## config.mk

```make
export PLATFORM = sky130hd
export DESIGN_NAME = mem_stage
export DESIGN_NICKNAME = d
export VERILOG_FILES = /design/src/rtl/mem_stage.sv
export SDC_FILE = /design/constraint.sdc
export NUM_CORES = 1
export LEC_CHECK = 0
export BUFFER_PORTS_ARGS = -buffer_cell sky130_fd_sc_hd__clkbuf_2
export CAP_MARGIN = 15
export CORE_MARGIN = 4
export CORE_UTILIZATION = 45
export DETAILED_ROUTE_END_ITERATION = 10
export GPL_TIMING_DRIVEN = 0
export PLACE_DENSITY = 0.76
export SLEW_MARGIN = 10
export SYNTH_ARGS = -nofsm -noshare
export SYNTH_HDL_FRONTEND = slang
export SYNTH_SLANG_ARGS = --single-unit
```

## constraint.sdc

```tcl
create_clock -name clk -period 1.85 [get_ports clk]
set_input_delay 0.185 -clock clk [delete_from_list [all_inputs] [get_ports clk]]
set_output_delay 0.185 -clock clk [all_outputs]
set_load 0.03 [all_outputs]
```

## src/rtl/mem_stage.sv

```systemverilog
// ---------------------------------------------------------------------------
// mem_stage -- memory-access stage of the five-stage LoongArch pipeline.
//
// Takes one instruction at a time from execute. If that instruction issued a
// data SRAM request, the stage waits for the response. It then aligns and
// extends load data and hands the result to write-back under a
// valid/allow_in handshake. Responses that belong to instructions killed by
// a flush are counted and dropped when they arrive.
//
// Optional feature macro: MEM_FWD_EN
//   defined   : result forwarding to decode (mem_fwd_*); mem_load_pending
//               only covers loads whose data has not yet arrived.
//   undefined : forwarding outputs tied to zero; mem_load_pending flags any
//               valid register-writing instruction held in this stage.
//
// Ports:
//   clk, resetn                 clock, asynchronous active-low reset
//   ex_to_mem_valid / mem_allow_in  handshake with execute
//   ex_pc, ex_alu_result, ex_load_op, ex_gr_we, ex_dest,
//   ex_req_issued, ex_ex_type   payload from execute
//   data_sram_data_ok, data_sram_rdata  data SRAM response
//   flush                       exception/ertn taken in write-back
//   wb_allow_in / mem_to_wb_valid   handshake with write-back
//   mem_pc, mem_final_result, mem_gr_we, mem_dest, mem_ex_type  payload out
//   mem_fwd_we, mem_fwd_dest, mem_fwd_data  forwarding to decode
//   mem_load_pending            decode must stall
// ---------------------------------------------------------------------------
module mem_stage #(
  parameter int MAX_OUTSTANDING = 2
) (
  input  logic        clk,
  input  logic        resetn,
  input  logic        ex_to_mem_valid,
  output logic        mem_allow_in,
  input  logic [31:0] ex_pc,
  input  logic [31:0] ex_alu_result,
  input  logic [4:0]  ex_load_op,
  input  logic        ex_gr_we,
  input  logic [4:0]  ex_dest,
  input  logic        ex_req_issued,
  input  logic [5:0]  ex_ex_type,
  input  logic        data_sram_data_ok,
  input  logic [31:0] data_sram_rdata,
  input  logic        flush,
  input  logic        wb_allow_in,
  output logic        mem_to_wb_valid,
  output logic [31:0] mem_pc,
  output logic [31:0] mem_final_result,
  output logic        mem_gr_we,
  output logic [4:0]  mem_dest,
  output logic [5:0]  mem_ex_type,
  output logic        mem_fwd_we,
  output logic [4:0]  mem_fwd_dest,
  output logic [31:0] mem_fwd_data,
  output logic        mem_load_pending
);

  localparam int CNT_W = $clog2(MAX_OUTSTANDING + 1);
  localparam logic [CNT_W-1:0] CNT_MAX = CNT_W'(MAX_OUTSTANDING);

  typedef enum logic [1:0] {
    S_IDLE = 2'd0,
    S_WAIT = 2'd1,
    S_HOLD = 2'd2
  } state_e;

  state_e           state_q, state_d;
  logic             mem_valid_q, mem_valid_d;
  logic [CNT_W-1:0] discard_cnt_q, discard_cnt_d;
  logic             resp_buf_valid_q, resp_buf_valid_d;
  logic [31:0]      resp_buf_q, resp_buf_d;
  logic [31:0]      pc_q, pc_d;
  logic [31:0]      alu_result_q, alu_result_d;
  logic [4:0]       load_op_q, load_op_d;
  logic             gr_we_q, gr_we_d;
  logic [4:0]       dest_q, dest_d;
  logic [5:0]       ex_type_q, ex_type_d;

  logic        resp_ok;
  logic        mem_ready_go;
  logic        accept;
  logic        handoff;
  logic        cnt_inc;
  logic        cnt_dec;
  logic [31:0] load_word;

  // Select and extend the addressed byte/halfword of a load response.
  // load_op is one-hot {ld.w, ld.hu, ld.h, ld.bu, ld.b}.
  function automatic logic [31:0] align_load(input logic [4:0]  op,
                                             input logic [1:0]  addr,
                                             input logic [31:0] word);
    logic [31:0] shifted;
    logic [15:0] half;
    logic [31:0] res;
    shifted = word >> {addr, 3'b000};
    half    = addr[1] ? word[31:16] : word[15:0];
    res     = word;
    if (op[0])      res = {{24{shifted[7]}}, shifted[7:0]};
    else if (op[1]) res = {24'd0, shifted[7:0]};
    else if (op[2]) res = {{16{half[15]}}, half};
    else if (op[3]) res = {16'd0, half};
    return res;
  endfunction

  // A response is consumed only when no stale responses are still owed to
  // killed instructions; otherwise it belongs to one of those and is dropped.
  assign resp_ok      = data_sram_data_ok & (discard_cnt_q == '0);
  assign mem_ready_go = (state_q == S_HOLD) | ((state_q == S_WAIT) & resp_ok);
  assign mem_allow_in = ~mem_valid_q | (mem_ready_go & wb_allow_in);
  assign accept       = ex_to_mem_valid & mem_allow_in & ~flush;
  assign mem_to_wb_valid = mem_valid_q & mem_ready_go & ~flush;
  assign handoff      = mem_to_wb_valid & wb_allow_in;

  // A flush while waiting leaves one request outstanding, unless its
  // response is arriving in this very cycle.
  assign cnt_inc = flush & mem_valid_q & (state_q == S_WAIT) & ~resp_ok;
  assign cnt_dec = data_sram_data_ok & (discard_cnt_q != '0);

  always_comb begin
    discard_cnt_d = discard_cnt_q;
    if (cnt_inc && !cnt_dec && discard_cnt_q != CNT_MAX)
      discard_cnt_d = discard_cnt_q + 1'b1;
    else if (cnt_dec && !cnt_inc)
      discard_cnt_d = discard_cnt_q - 1'b1;
  end

  always_comb begin
    state_d          = state_q;
    mem_valid_d      = mem_valid_q;
    resp_buf_valid_d = resp_buf_valid_q;
    resp_buf_d       = resp_buf_q;
    pc_d             = pc_q;
    alu_result_d     = alu_result_q;
    load_op_d        = load_op_q;
    gr_we_d          = gr_we_q;
    dest_d           = dest_q;
    ex_type_d        = ex_type_q;
    if (flush) begin
      state_d          = S_IDLE;
      mem_valid_d      = 1'b0;
      resp_buf_valid_d = 1'b0;
    end else if (accept) begin
      state_d          = ex_req_issued ? S_WAIT : S_HOLD;
      mem_valid_d      = 1'b1;
      resp_buf_valid_d = 1'b0;
      pc_d             = ex_pc;
      alu_result_d     = ex_alu_result;
      load_op_d        = ex_load_op;
      gr_we_d          = ex_gr_we;
      dest_d           = ex_dest;
      ex_type_d        = ex_ex_type;
    end else if (handoff) begin
      state_d          = S_IDLE;
      mem_valid_d      = 1'b0;
      resp_buf_valid_d = 1'b0;
    end else if (state_q == S_WAIT && resp_ok) begin
      // Write-back stalled in the arrival cycle: keep the word for later.
      state_d          = S_HOLD;
      resp_buf_d       = data_sram_rdata;
      resp_buf_valid_d = 1'b1;
    end
  end

  always_ff @(posedge clk or negedge resetn) begin
    if (!resetn) begin
      state_q          <= S_IDLE;
      mem_valid_q      <= 1'b0;
      discard_cnt_q    <= '0;
      resp_buf_valid_q <= 1'b0;
      resp_buf_q       <= '0;
      pc_q             <= '0;
      alu_result_q     <= '0;
      load_op_q        <= '0;
      gr_we_q          <= 1'b0;
      dest_q           <= '0;
      ex_type_q        <= '0;
    end else begin
      state_q          <= state_d;
      mem_valid_q      <= mem_valid_d;
      discard_cnt_q    <= discard_cnt_d;
      resp_buf_valid_q <= resp_buf_valid_d;
      resp_buf_q       <= resp_buf_d;
      pc_q             <= pc_d;
      alu_result_q     <= alu_result_d;
      load_op_q        <= load_op_d;
      gr_we_q          <= gr_we_d;
      dest_q           <= dest_d;
      ex_type_q        <= ex_type_d;
    end
  end

  // Zero-latency bypass: use the live response until it has been buffered.
  assign load_word = resp_buf_valid_q ? resp_buf_q : data_sram_rdata;

  // Faulting instructions report the bad virtual address, not load data.
  assign mem_final_result = ((ex_type_q != '0) || (load_op_q == '0)) ?
                            alu_result_q :
                            align_load(load_op_q, alu_result_q[1:0], load_word);

  assign mem_pc      = pc_q;
  assign mem_gr_we   = gr_we_q;
  assign mem_dest    = dest_q;
  assign mem_ex_type = ex_type_q;

`ifdef MEM_FWD_EN
  assign mem_fwd_we       = mem_valid_q & gr_we_q & mem_ready_go & (ex_type_q == '0);
  assign mem_fwd_dest     = dest_q;
  assign mem_fwd_data     = mem_final_result;
  assign mem_load_pending = mem_valid_q & (|load_op_q) & ~mem_ready_go;
`else
  assign mem_fwd_we       = 1'b0;
  assign mem_fwd_dest     = '0;
  assign mem_fwd_data     = '0;
  assign mem_load_pending = mem_valid_q & gr_we_q;
`endif

endmodule

```

==> results of run 1 <==
==> final timing paths <==
check | start | to | slack (ns) | cells after the start
min in group asynchronous | resetn | mem_pc[29] | 0.26 | 2
worst max-delay path | load_op_q[1] | mem_final_result[5] | -0.81 | 6
worst max register to register | discard_cnt_q[0] | resp_buf_q[22] | 0.07 | 5
worst min register to register | resp_buf_q[21] | resp_buf_q[21] | 0.49 | 1
max in group asynchronous | resetn | resp_buf_q[27] | 0.90 | 3
worst min-delay path | data_sram_rdata[17] | resp_buf_q[17] | 0.005 | 2
==> worst register-to-register path: cells and delay by family, from the launching register on <==
kind                   cells  cell delay (ns)
and+or+nand+nor            3             0.67
DFF                        1             0.40
muxes                      1             0.36
buffers and inverters      1             0.23
==> area by class of cell <==
cell class	count	area [um2]	area share
well taps	180	225.2	0.02163
clock inverters	8	142.6	0.01370
inverters	5	21.27	0.002043
flip-flops and latches	119	2979	0.2861
repair buffers	284	2168	0.2083
multi-input cells	564	3641	0.3497
plain buffers	97	735.7	0.07066
clock buffers	23	498.0	0.04783
==> state kept, by name, indices dropped and copies added, names as in the netlist <==
register and cells:
mem_gr_we 1, mem_valid_q 1, resp_buf_valid_q 1, resp_buf_q 32, load_op_q 5, discard_cnt_q 2
mem_pc 32, mem_dest 5, mem_ex_type 6, alu_result_q 32, state_q 2
==> where the power goes <==
| part | internal (mW) | switching (mW) |
|---|---|---|
| Sequential | 3.12 | 0.380 |
| Combinational | 1.73 | 2.48 |
| Clock | 2.42 | 1.17 |
| Total | 7.27 | 4.03 |
==> repair_timing <==
action | in CTS | in global routing
setup buffers | 14 | 2
cloned | 6 | 1
setup endpoints to repair | 147 | 147
pin swaps | 24 | 19
hold buffers | 63 | 0
hold endpoints to repair | 106 | 0
gates resized for setup | 131 | 119
==> layout by cell type (no fill, tap or decap), drive strengths merged, types with 6 or more instances in the layout <==
master	n
a21oi	36
a31oi	10
buf	103
clkbuf	238
conb	38
dfrtp	119
dlygate4sd3	63
mux2	34
mux2i	31
nand2	196
nand2b	7
nor2	66
nor2b	9
o21ai	6
o22ai	83
==> metal layers <==
layer / wire, um / track usage / vias up
li1: - / - / 3198
met1: 9158 / 0.3458 / 3298
met2: 11400 / 0.4515 / 366
met3: 2113 / 0.08136 / 62
met4: 718 / 0.1062 / 2
met5: 13 / 0 / -
==> logic make-up (layout without fill, tap and decap cells) <==
group,after synthesis,in the layout,share of synthesized area
flops,119,119,0.4544
simple gates,303,303,0.1926
compound gates,157,157,0.1525
buf+inv,103,417,0.09068
mux,66,66,0.1092
other cells,1,38,0.0005722
==> results.json, run 1 <==
{
  "std_cell_rows": 43,
  "critical_path.slowest_cell": "sky130_fd_sc_hd__or4_4",
  "synth.distinct_cells": 46,
  "synth_enable_flop_cells": 0,
  "total_power_mw": 11.30,
  "failed_checks": "negative setup slack",
  "setup_tns_ns": -24.22,
  "setup.worst_path.end_class": "output port",
  "p_leak_nw": 4.959,
  "cp.arrival_ns": 2.48,
  "synth.top_cell.area_share": 0.4544,
  "netlist_top_cells_count": "sky130_fd_sc_hd__nand2_1 (196), sky130_fd_sc_hd__dfrtp_1 (119), sky130_fd_sc_hd__o22ai_1 (83)",
  "syn_area_per_cell_um2": 8.750,
  "clock.fmax_mhz": 375.8,
  "drt_first_iter_violations": 568,
  "synth-seq-cells": 119,
  "timing.critical_path.buf_inv": 3,
  "relSlewSlack": 0.6235,
  "worst-slew-pin-transition_ns": 0.5648,
  "top_reg_cell_synth": "sky130_fd_sc_hd__dfrtp_1",
  "die_area_mm2": 0.01656,
  "port-buffer-count": 198,
  "final_layout_size_suffix_gt1_frac": 0.3936,
  "path_delay_family": "simple AND/OR/NAND/NOR gates",
  "postLayoutCoreUtil": 0.7386,
  "place.detailed.instances": 1165,
  "first_global_vias": 6964,
  "type_of_origin_of_the_critical_path": "flop",
  "syn_inst": 749,
  "holdCritPathClass": "primary input to flop",
  "net_count_final": 1208,
  "initial_utilization": 0.4649,
  "cts_root_buffer": "sky130_fd_sc_hd__clkbuf_16",
  "status": "finished with violations",
  "grt_setup_unrepaired": "true",
  "drc": 0,
  "path_clk_slew_ns": 0.05,
  "grt_pass1_wl_um": 36000,
  "timing.final.setup_violations": 34,
  "htreeDepth": 4,
  "drt-wirelength-per-cell_um": 18.29,
  "grt_util_all_layers": 0.2760,
  "synth_async_sr_flop_share": 1.000,
  "placed_cell_areas_mm2": 0.008098,
  "sum_of_routed_wire_length_over_all_layers_um": 23410,
  "worstPathCellList": "or4_4, buf_4, buf_6, and4_1, o41ai_2, buf_4",
  "yosysTopAreaCell": "sky130_fd_sc_hd__dfrtp_1",
  "stdcell_area_mm2": 0.01041,
  "n_antenna_cell": 0,
  "power.density_mw_per_mm2": 1086,
  "drt_pass1_iterations": 5,
  "timing.final.hold_violations": 0,
  "grt_max_degree": 76,
  "clock_tree.buffer_depth": 2,
  "clock-sinks": 119,
  "ys_top_cells_by_area": "sky130_fd_sc_hd__dfrtp_1 (45%), sky130_fd_sc_hd__nand2_1 (11%), sky130_fd_sc_hd__o22ai_1 (7.9%), sky130_fd_sc_hd__mux2_1 (5.7%), sky130_fd_sc_hd__mux2i_1 (4.7%)",
  "dieHeight_um": 128.7,
  "placement.setup.worst_slack_ns": -0.6941,
  "cap_violations": 0,
  "die_wd_um": 128.7,
  "routed-via-count": 6926,
  "final-instance-count-excl-fill": 1280,
  "cp_common_cell": "sky130_fd_sc_hd__buf_4",
  "fin_crit_sh": 1.438,
  "finalCriticalPeriod_ns": 2.661,
  "finalHoldWorstSlack_ns": 0.004564,
  "worstSetupPathType": "flop to output port",
  "cp.required_ns": 1.66,
  "post_detail_place_hpwl_um": 15700,
  "gp_routability_congestion": 0.9045,
  "synth.yosys.seq_area_share": 0.4544,
  "yosysMostFrequentCell": "sky130_fd_sc_hd__nand2_1",
  "syn-cell-area_mm2": 0.006554,
  "peakVddDrop_mv": 0.7533,
  "boundaryPins": 237,
  "ys_warn_count": 0,
  "fin_ws_ns": -0.8111,
  "antenna_found_initial": 1,
  "clock-skew-final_ns": 0.009822,
  "fillCellCount": 972,
  "critPathMaxStageDelay_ns": 0.55,
  "finalMaxSlewViolations": 0,
  "path_max_fanout": 4,
  "postRouteAntennaNets": 0,
  "gr_overflow_total": 0,
  "cts-buffers-inserted": 17,
  "clock_tree_from_tritoncts": "done",
  "clock_latency_ns": 0.42,
  "avgViaCountPerCell": 5.411,
  "core-area_mm2": 0.01410,
  "area_overhead_of_the_layout_relative_to_synthesis_pct": 58.86
}
Note: power is estimated with default switching activity, not from simulation.
==> run 2, diff against run 1 <==
--- a/config.mk
+++ b/config.mk
@@ -7,11 +7,14 @@
 export LEC_CHECK = 0
 export BUFFER_PORTS_ARGS = -buffer_cell sky130_fd_sc_hd__clkbuf_2
 export CAP_MARGIN = 15
+export CELL_PAD_IN_SITES_DETAIL_PLACEMENT = 1
+export CELL_PAD_IN_SITES_GLOBAL_PLACEMENT = 1
 export CORE_MARGIN = 4
-export CORE_UTILIZATION = 45
+export CORE_UTILIZATION = 33
 export DETAILED_ROUTE_END_ITERATION = 10
 export GPL_TIMING_DRIVEN = 0
-export PLACE_DENSITY = 0.76
+export HOLD_SLACK_MARGIN = 0.1
+export PLACE_DENSITY_LB_ADDON = 0.1
 export SLEW_MARGIN = 10
 export SYNTH_ARGS = -nofsm -noshare
 export SYNTH_HDL_FRONTEND = slang
==> run 2 against run 1 <==
The run still ends with negative setup slack left. Maximum frequency fell by 2.4%. Via count is 4.3% higher. Utilization is 14 points lower. Sequential power about the same. Combinational power is 9.0% higher. Clock skew is 0.0031 ns lower. Register-to-register slack worse by 0.13 ns. Total power is 2.0% higher. Critical path depth rose by 1. Final area up 12%. Die area increased by 34%. Critical endpoint is now mem_final_result[1]. Largest cell class unchanged. Largest power group unchanged. Highest routed layer is now met4.
==> results.json, run 2 (synthesis results as in run 1) <==
{
  "timing.critical_path.buf_inv": 4,
  "type_of_origin_of_the_critical_path": "flop",
  "worstSetupPathType": "flop to output port",
  "relSlewSlack": 0.4858,
  "critPathMaxStageDelay_ns": 0.55,
  "layout_commonest_cell": "sky130_fd_sc_hd__nand2_1",
  "rr_worst_depth": 7,
  "timing.hold.worst_path_depth": 4,
  "cp_common_cell": "sky130_fd_sc_hd__buf_6",
  "worst-slew-pin-transition_ns": 0.7713,
  "drt_first_iter_violations": 400,
  "hold_path.startpoint": "data_sram_data_ok",
  "register_area_mm2": 0.002982,
  "holdCritPathClass": "primary input to flop",
  "grt_pass1_wl_um": 44130,
  "grt_util_all_layers": 0.2541,
  "clock-skew-final_ns": 0.006711,
  "p_leak_nw": 5.487,
  "worstPathCellList": "or4_4, buf_6, o2111a_1, buf_6, buf_6, a21oi_4, clkbuf_8",
  "std_cell_rows": 51,
  "dieHeight_um": 148.9,
  "total_area_of_multi_input_combinational_cells_mm2": 0.004016,
  "timing.final.setup_violations": 60,
  "stdcell_area_mm2": 0.01164,
  "die_wd_um": 148.9,
  "clock_latency_ns": 0.43,
  "power.density_mw_per_mm2": 991.0,
  "final_layout_size_suffix_gt1_frac": 0.4356,
  "final-instance-count-excl-fill": 1438,
  "path_max_fanout": 10,
  "min_delay_worst_endpoint": "discard_cnt_q[1]",
  "setup.worst_path.end_class": "output port",
  "reg2reg_from": "discard_cnt_q[0]",
  "first_global_vias": 7931,
  "die_area_mm2": 0.02218,
  "placed_cell_areas_mm2": 0.008212,
  "cap_violations": 0,
  "setup.worst_path.start": "load_op_q[0]",
  "sum_of_routed_wire_length_over_all_layers_um": 29400,
  "place.detailed.instances": 1251,
  "port-buffer-count": 198,
  "finalCriticalPeriod_ns": 2.726,
  "n_antenna_cell": 0,
  "routed-via-count": 7224,
  "post_detail_place_hpwl_um": 17880,
  "drt-wirelength-per-cell_um": 20.45,
  "drc": 0,
  "gr_overflow_total": 0,
  "status": "finished with violations",
  "postRouteAntennaNets": 0,
  "drt_pass1_iterations": 6,
  "cp.arrival_ns": 2.54,
  "layout.cells.most_common_list": "sky130_fd_sc_hd__nand2_1 (193), sky130_fd_sc_hd__clkbuf_2 (167), sky130_fd_sc_hd__dlygate4sd3_1 (117)",
  "fin_ws_ns": -0.8763,
  "fillCellCount": 2238,
  "grt_max_degree": 68,
  "critical_path.slowest_cell": "sky130_fd_sc_hd__or4_4",
  "finalMaxSlewViolations": 0,
  "failed_checks": "negative setup slack",
  "peakVddDrop_mv": 0.5604,
  "clock.fmax_mhz": 366.8,
  "avgViaCountPerCell": 5.024,
  "finalHoldWorstSlack_ns": 0.1768,
  "timing.final.hold_violations": 0,
  "core-area_mm2": 0.01953,
  "path_delay_family": "buffers and inverters",
  "reg2reg_setup_slack_ns": -0.06,
  "gp_routability_congestion": 0.8067,
  "setup_tns_ns": -27.51,
  "cts-buffers-inserted": 17,
  "boundaryPins": 237,
  "clock_tree.buffer_depth": 2,
  "clock_tree_from_tritoncts": "done",
  "cp.required_ns": 1.66,
  "grt_setup_unrepaired": "true",
  "path_clk_slew_ns": 0.06,
  "net_count_final": 1280,
  "antenna_found_initial": 0,
  "clock-sinks": 119,
  "htreeDepth": 4,
  "cts_root_buffer": "sky130_fd_sc_hd__clkbuf_16",
  "initial_utilization": 0.3356,
  "area_overhead_of_the_layout_relative_to_synthesis_pct": 77.57,
  "r2r_end": "resp_buf_q[10]",
  "postLayoutCoreUtil": 0.5960,
  "fin_crit_sh": 1.474
}
## run 2: cell types whose count changed in the layout (fill, tap and decap cells not counted), sizes merged
| cell | delta |
|---|---|
| dlygate4sd3 | +54 |
| inv | +7 |
| clkinvlp | +1 |
| clkbuf | -3 |
| bufinv | -2 |
| buf | +15 |
| clkinv | +1 |
## run 2: cell type report
| cell class | instances | share of cell area |
|---|---|---|
| multi-input cells | 564 | 0.3451 |
| flip-flops and latches | 119 | 0.2562 |
| repair buffers | 356 | 0.2501 |
| plain buffers | 97 | 0.06741 |
| clock buffers | 17 | 0.03656 |
| well taps | 265 | 0.02849 |
| clock inverters | 15 | 0.01430 |
| inverters | 5 | 0.001828 |
## run 2: metal layers
metal	vias up	track usage	wire length [um]	share of wire
li1	3350	-	-	-
met1	3574	0.3109	11930	0.41
met2	247	0.4415	14920	0.51
met3	53	0.05925	1735	0.059
met4	0	0.08558	816	0.028
met5	-	0	0	0
## run 2: what timing repair did
item	in CTS	in global routing
hold buffers	117	0
buffers inserted	28	6
endpoints found under the setup margin	147	149
endpoints found under the hold margin	168	0
cloned	9	2
pin swaps	16	17
gates resized for setup	195	119
## run 2: power breakdown
part / internal [mW] / switching [mW] / total (mW)
sequential: 3.12 / 0.380 / 3.50
clock: 2.02 / 1.41 / 3.43
combinational: 1.98 / 2.62 / 4.60
total: 7.12 / 4.41 / 11.5
## run 2: metrics by stage
| step | total power, mW | worst slack [ns] |
|---|---|---|
| 2_1_floorplan | 5.738 | -0.3179 |
| 3_3_place_gp | 6.771 | -1.453 |
| 3_5_place_dp | 6.846 | -0.7608 |
| 4_1_cts | 11.14 | -0.8390 |
| 5_1_grt | 12.02 | -0.9172 |
| 6_report | 11.53 | -0.8763 |
## run 2: worst max-delay path by stage
stage | to | slack [ns] | cells past startpoint
detailed placement | mem_final_result[22] | -0.76 | 7
global route | mem_final_result[15] | -0.92 | 8
finish | mem_final_result[1] | -0.88 | 7
global placement | mem_pc[19] | -1.45 | 1
CTS | mem_final_result[10] | -0.84 | 8
floorplan | mem_final_result[10] | -0.32 | 6
## run 2: worst reg2reg max path, cell delays in order (launching register included)
cell and delay, ns:
sky130_fd_sc_hd__dfrtp_1 0.41, sky130_fd_sc_hd__nor4b_4 0.33, sky130_fd_sc_hd__buf_4 0.16, sky130_fd_sc_hd__and2_4 0.15, sky130_fd_sc_hd__nand3_4 0.12, sky130_fd_sc_hd__buf_12 0.19
sky130_fd_sc_hd__buf_16 0.14, sky130_fd_sc_hd__mux2_4 0.31
==> run 3, diff against run 2 <==
==> config.mk (replaced) <==
export PLATFORM = sky130hd
export DESIGN_NAME = mem_stage
export DESIGN_NICKNAME = d
export VERILOG_FILES = /design/src/rtl/mem_stage.sv
export SDC_FILE = /design/constraint.sdc
export NUM_CORES = 1
export LEC_CHECK = 0
export ABC_CLOCK_PERIOD_IN_PS = 1850
export BUFFER_PORTS_ARGS = -buffer_cell sky130_fd_sc_hd__clkbuf_2
export CAP_MARGIN = 15
export CORE_MARGIN = 4
export CORE_UTILIZATION = 45
export DETAILED_ROUTE_END_ITERATION = 10
export GPL_TIMING_DRIVEN = 0
export HOLD_SLACK_MARGIN = 0.1
export PLACE_DENSITY = 0.76
export SLEW_MARGIN = 10
export SYNTH_ARGS = -nofsm -noshare
export SYNTH_HDL_FRONTEND = slang
export SYNTH_SLANG_ARGS = --single-unit
==> run 3 against run 2 <==
The flow still finishes with violations (negative setup slack). Utilization grew 18 points. Final area fell by 6.2%. Maximum frequency increased by 2.3%. Count of clock-buffer cells in the layout up 6. Non-clock buffer count fell by 19. Global-route usage rose by 5.1 points. Register-to-register slack improved by 0.05 ns. Die area down 25%. Critical endpoint is now mem_final_result[31]. Highest routed layer unchanged.
==> results.json, run 3 (synthesis results as in run 1) <==
{
  "cp.arrival_ns": 2.48,
  "fin_ws_ns": -0.8143,
  "drt-wirelength-per-cell_um": 19.51,
  "first_global_vias": 7618,
  "die_wd_um": 128.7,
  "grt_max_degree": 76,
  "gp_routability_congestion": 0.9045,
  "register_area_mm2": 0.002979,
  "clock-skew-final_ns": 0.008543,
  "sum_of_routed_wire_length_over_all_layers_um": 26010,
  "clock-sinks": 119,
  "layout.cells.most_common_list": "sky130_fd_sc_hd__nand2_1 (195), sky130_fd_sc_hd__clkbuf_2 (165), sky130_fd_sc_hd__dfrtp_1 (118)",
  "cp.required_ns": 1.66,
  "setup.worst_path.end_class": "output port",
  "reg2reg_setup_slack_ns": -0.01,
  "die_area_mm2": 0.01656,
  "fin_crit_sh": 1.440,
  "post_detail_place_hpwl_um": 15700,
  "cts-buffers-inserted": 17,
  "wl_met2_um": 12620,
  "timing.final.setup_violations": 35,
  "timing.hold.worst_path_depth": 4,
  "drt_pass1_iterations": 5,
  "final_layout_size_suffix_gt1_frac": 0.3695,
  "status": "finished with violations",
  "layout_commonest_cell": "sky130_fd_sc_hd__nand2_1",
  "grt_pass1_wl_um": 39790,
  "drc": 0,
  "total_area_of_multi_input_combinational_cells_mm2": 0.003637,
  "relSlewSlack": 0.6295,
  "finalHoldWorstSlack_ns": 0.1664,
  "gr_overflow_total": 0,
  "holdCritPathClass": "primary input to flop",
  "timing.final.hold_violations": 0,
  "area_overhead_of_the_layout_relative_to_synthesis_pct": 66.59,
  "setup_tns_ns": -24.52,
  "fillCellCount": 879,
  "dieHeight_um": 128.7,
  "r2r_end": "mem_pc[20]",
  "port-buffer-count": 198,
  "worst-slew-pin-transition_ns": 0.5558,
  "power.density_mw_per_mm2": 1050,
  "clock_tree.buffer_depth": 2,
  "met3WireLength_um": 2422,
  "p_leak_nw": 5.165,
  "clock.fmax_mhz": 375.3,
  "std_cell_rows": 43,
  "reg2reg_from": "discard_cnt_q[0]",
  "grt_util_all_layers": 0.3053,
  "postRouteAntennaNets": 0,
  "net_count_final": 1261,
  "stdcell_area_mm2": 0.01092,
  "core-area_mm2": 0.01410,
  "clock_latency_ns": 0.43,
  "placed_cell_areas_mm2": 0.008098,
  "total_power_mw": 11.46,
  "failed_checks": "negative setup slack",
  "initial_utilization": 0.4649,
  "antenna_found_initial": 0,
  "routed-via-count": 7496,
  "boundaryPins": 237,
  "htreeDepth": 4,
  "clock_tree_from_tritoncts": "done",
  "grt_setup_unrepaired": "true",
  "finalMaxSlewViolations": 0,
  "worstSetupPathType": "flop to output port",
  "avgViaCountPerCell": 5.623,
  "drt_first_iter_violations": 624,
  "min_delay_worst_endpoint": "state_q[0]",
  "type_of_origin_of_the_critical_path": "flop",
  "peakVddDrop_mv": 0.7769,
  "final-instance-count-excl-fill": 1333,
  "n_antenna_cell": 0,
  "path_max_fanout": 6,
  "finalCriticalPeriod_ns": 2.664,
  "cap_violations": 0,
  "highest_layer": "met4",
  "cts_root_buffer": "sky130_fd_sc_hd__clkbuf_16",
  "met1_length_um": 9713,
  "rr_worst_depth": 7,
  "hold_path.startpoint": "ex_to_mem_valid",
  "place.detailed.instances": 1165,
  "path_clk_slew_ns": 0.05
}
## run 3: cell count changes in the layout (fill, tap and decap cells not counted), sizes merged
| cell | before | now |
|---|---|---|
| inv | 12 | 5 |
| buf | 118 | 103 |
| bufinv | 2 | 4 |
| clkbuf | 235 | 237 |
| clkinv | 4 | 3 |
| clkinvlp | 2 | 1 |
## run 3: how the worst max path moves through the flow
stage | endpoint | slack, ns | from | depth (start not counted)
2_1_floorplan | mem_final_result[10] | -0.32 | load_op_q[0] | 6
3_5_place_dp | mem_final_result[29] | -0.69 | resp_buf_valid_q | 7
5_1_grt | mem_final_result[9] | -0.83 | load_op_q[1] | 8
6_report | mem_final_result[31] | -0.81 | load_op_q[3] | 8
4_1_cts | mem_final_result[9] | -0.80 | load_op_q[0] | 8
3_3_place_gp | alu_result_q[28] | -1.21 | resetn | 1
## run 3: cell type report
type | instances | share of cell area
plain buffers | 97 | 0.06658
clock buffers | 23 | 0.04561
clock inverters | 8 | 0.01306
repair buffers | 337 | 0.2462
inverters | 5 | 0.001948
flip-flops and latches | 119 | 0.2729
multi-input cells | 564 | 0.3331
well taps | 180 | 0.02063
## run 3: critical path: stages (launching register included)
cell                        delay (ns)
sky130_fd_sc_hd__dfrtp_1          0.43
sky130_fd_sc_hd__or4_4            0.51
sky130_fd_sc_hd__buf_6            0.16
sky130_fd_sc_hd__o2111ai_4        0.20
sky130_fd_sc_hd__buf_12           0.16
sky130_fd_sc_hd__buf_8            0.13
sky130_fd_sc_hd__nor2_1           0.06
sky130_fd_sc_hd__a21oi_2          0.20
sky130_fd_sc_hd__clkbuf_8         0.20
## run 3: metrics by stage
stage | util | setup WS [ns]
floorplan | - | -0.3179
global placement | 0.5719 | -1.210
detailed placement | 0.5745 | -0.6941
CTS | 0.7492 | -0.8001
global route | 0.7745 | -0.8346
finish | 0.7745 | -0.8143
## run 3: routing by layer
layer	track usage	up-vias
met5	0	-
met4	0.1606	0
met3	0.07140	106
met2	0.4997	505
met1	0.3756	3575
li1	-	3310
## run 3: where the power goes
group | switching [mW] | internal (mW) | leakage, nW
combinational | 2.55 | 1.79 | 3.35
clock | 1.19 | 2.42 | 0.315
sequential | 0.394 | 3.12 | 1.50
## run 3: what timing repair did
action | in CTS | in global routing
hold buffers | 117 | 0
setup endpoints to repair | 147 | 147
buffers inserted | 14 | 2
gates cloned | 6 | 0
resized for setup | 131 | 105
hold endpoints to repair | 160 | 0
pin swaps | 24 | 16
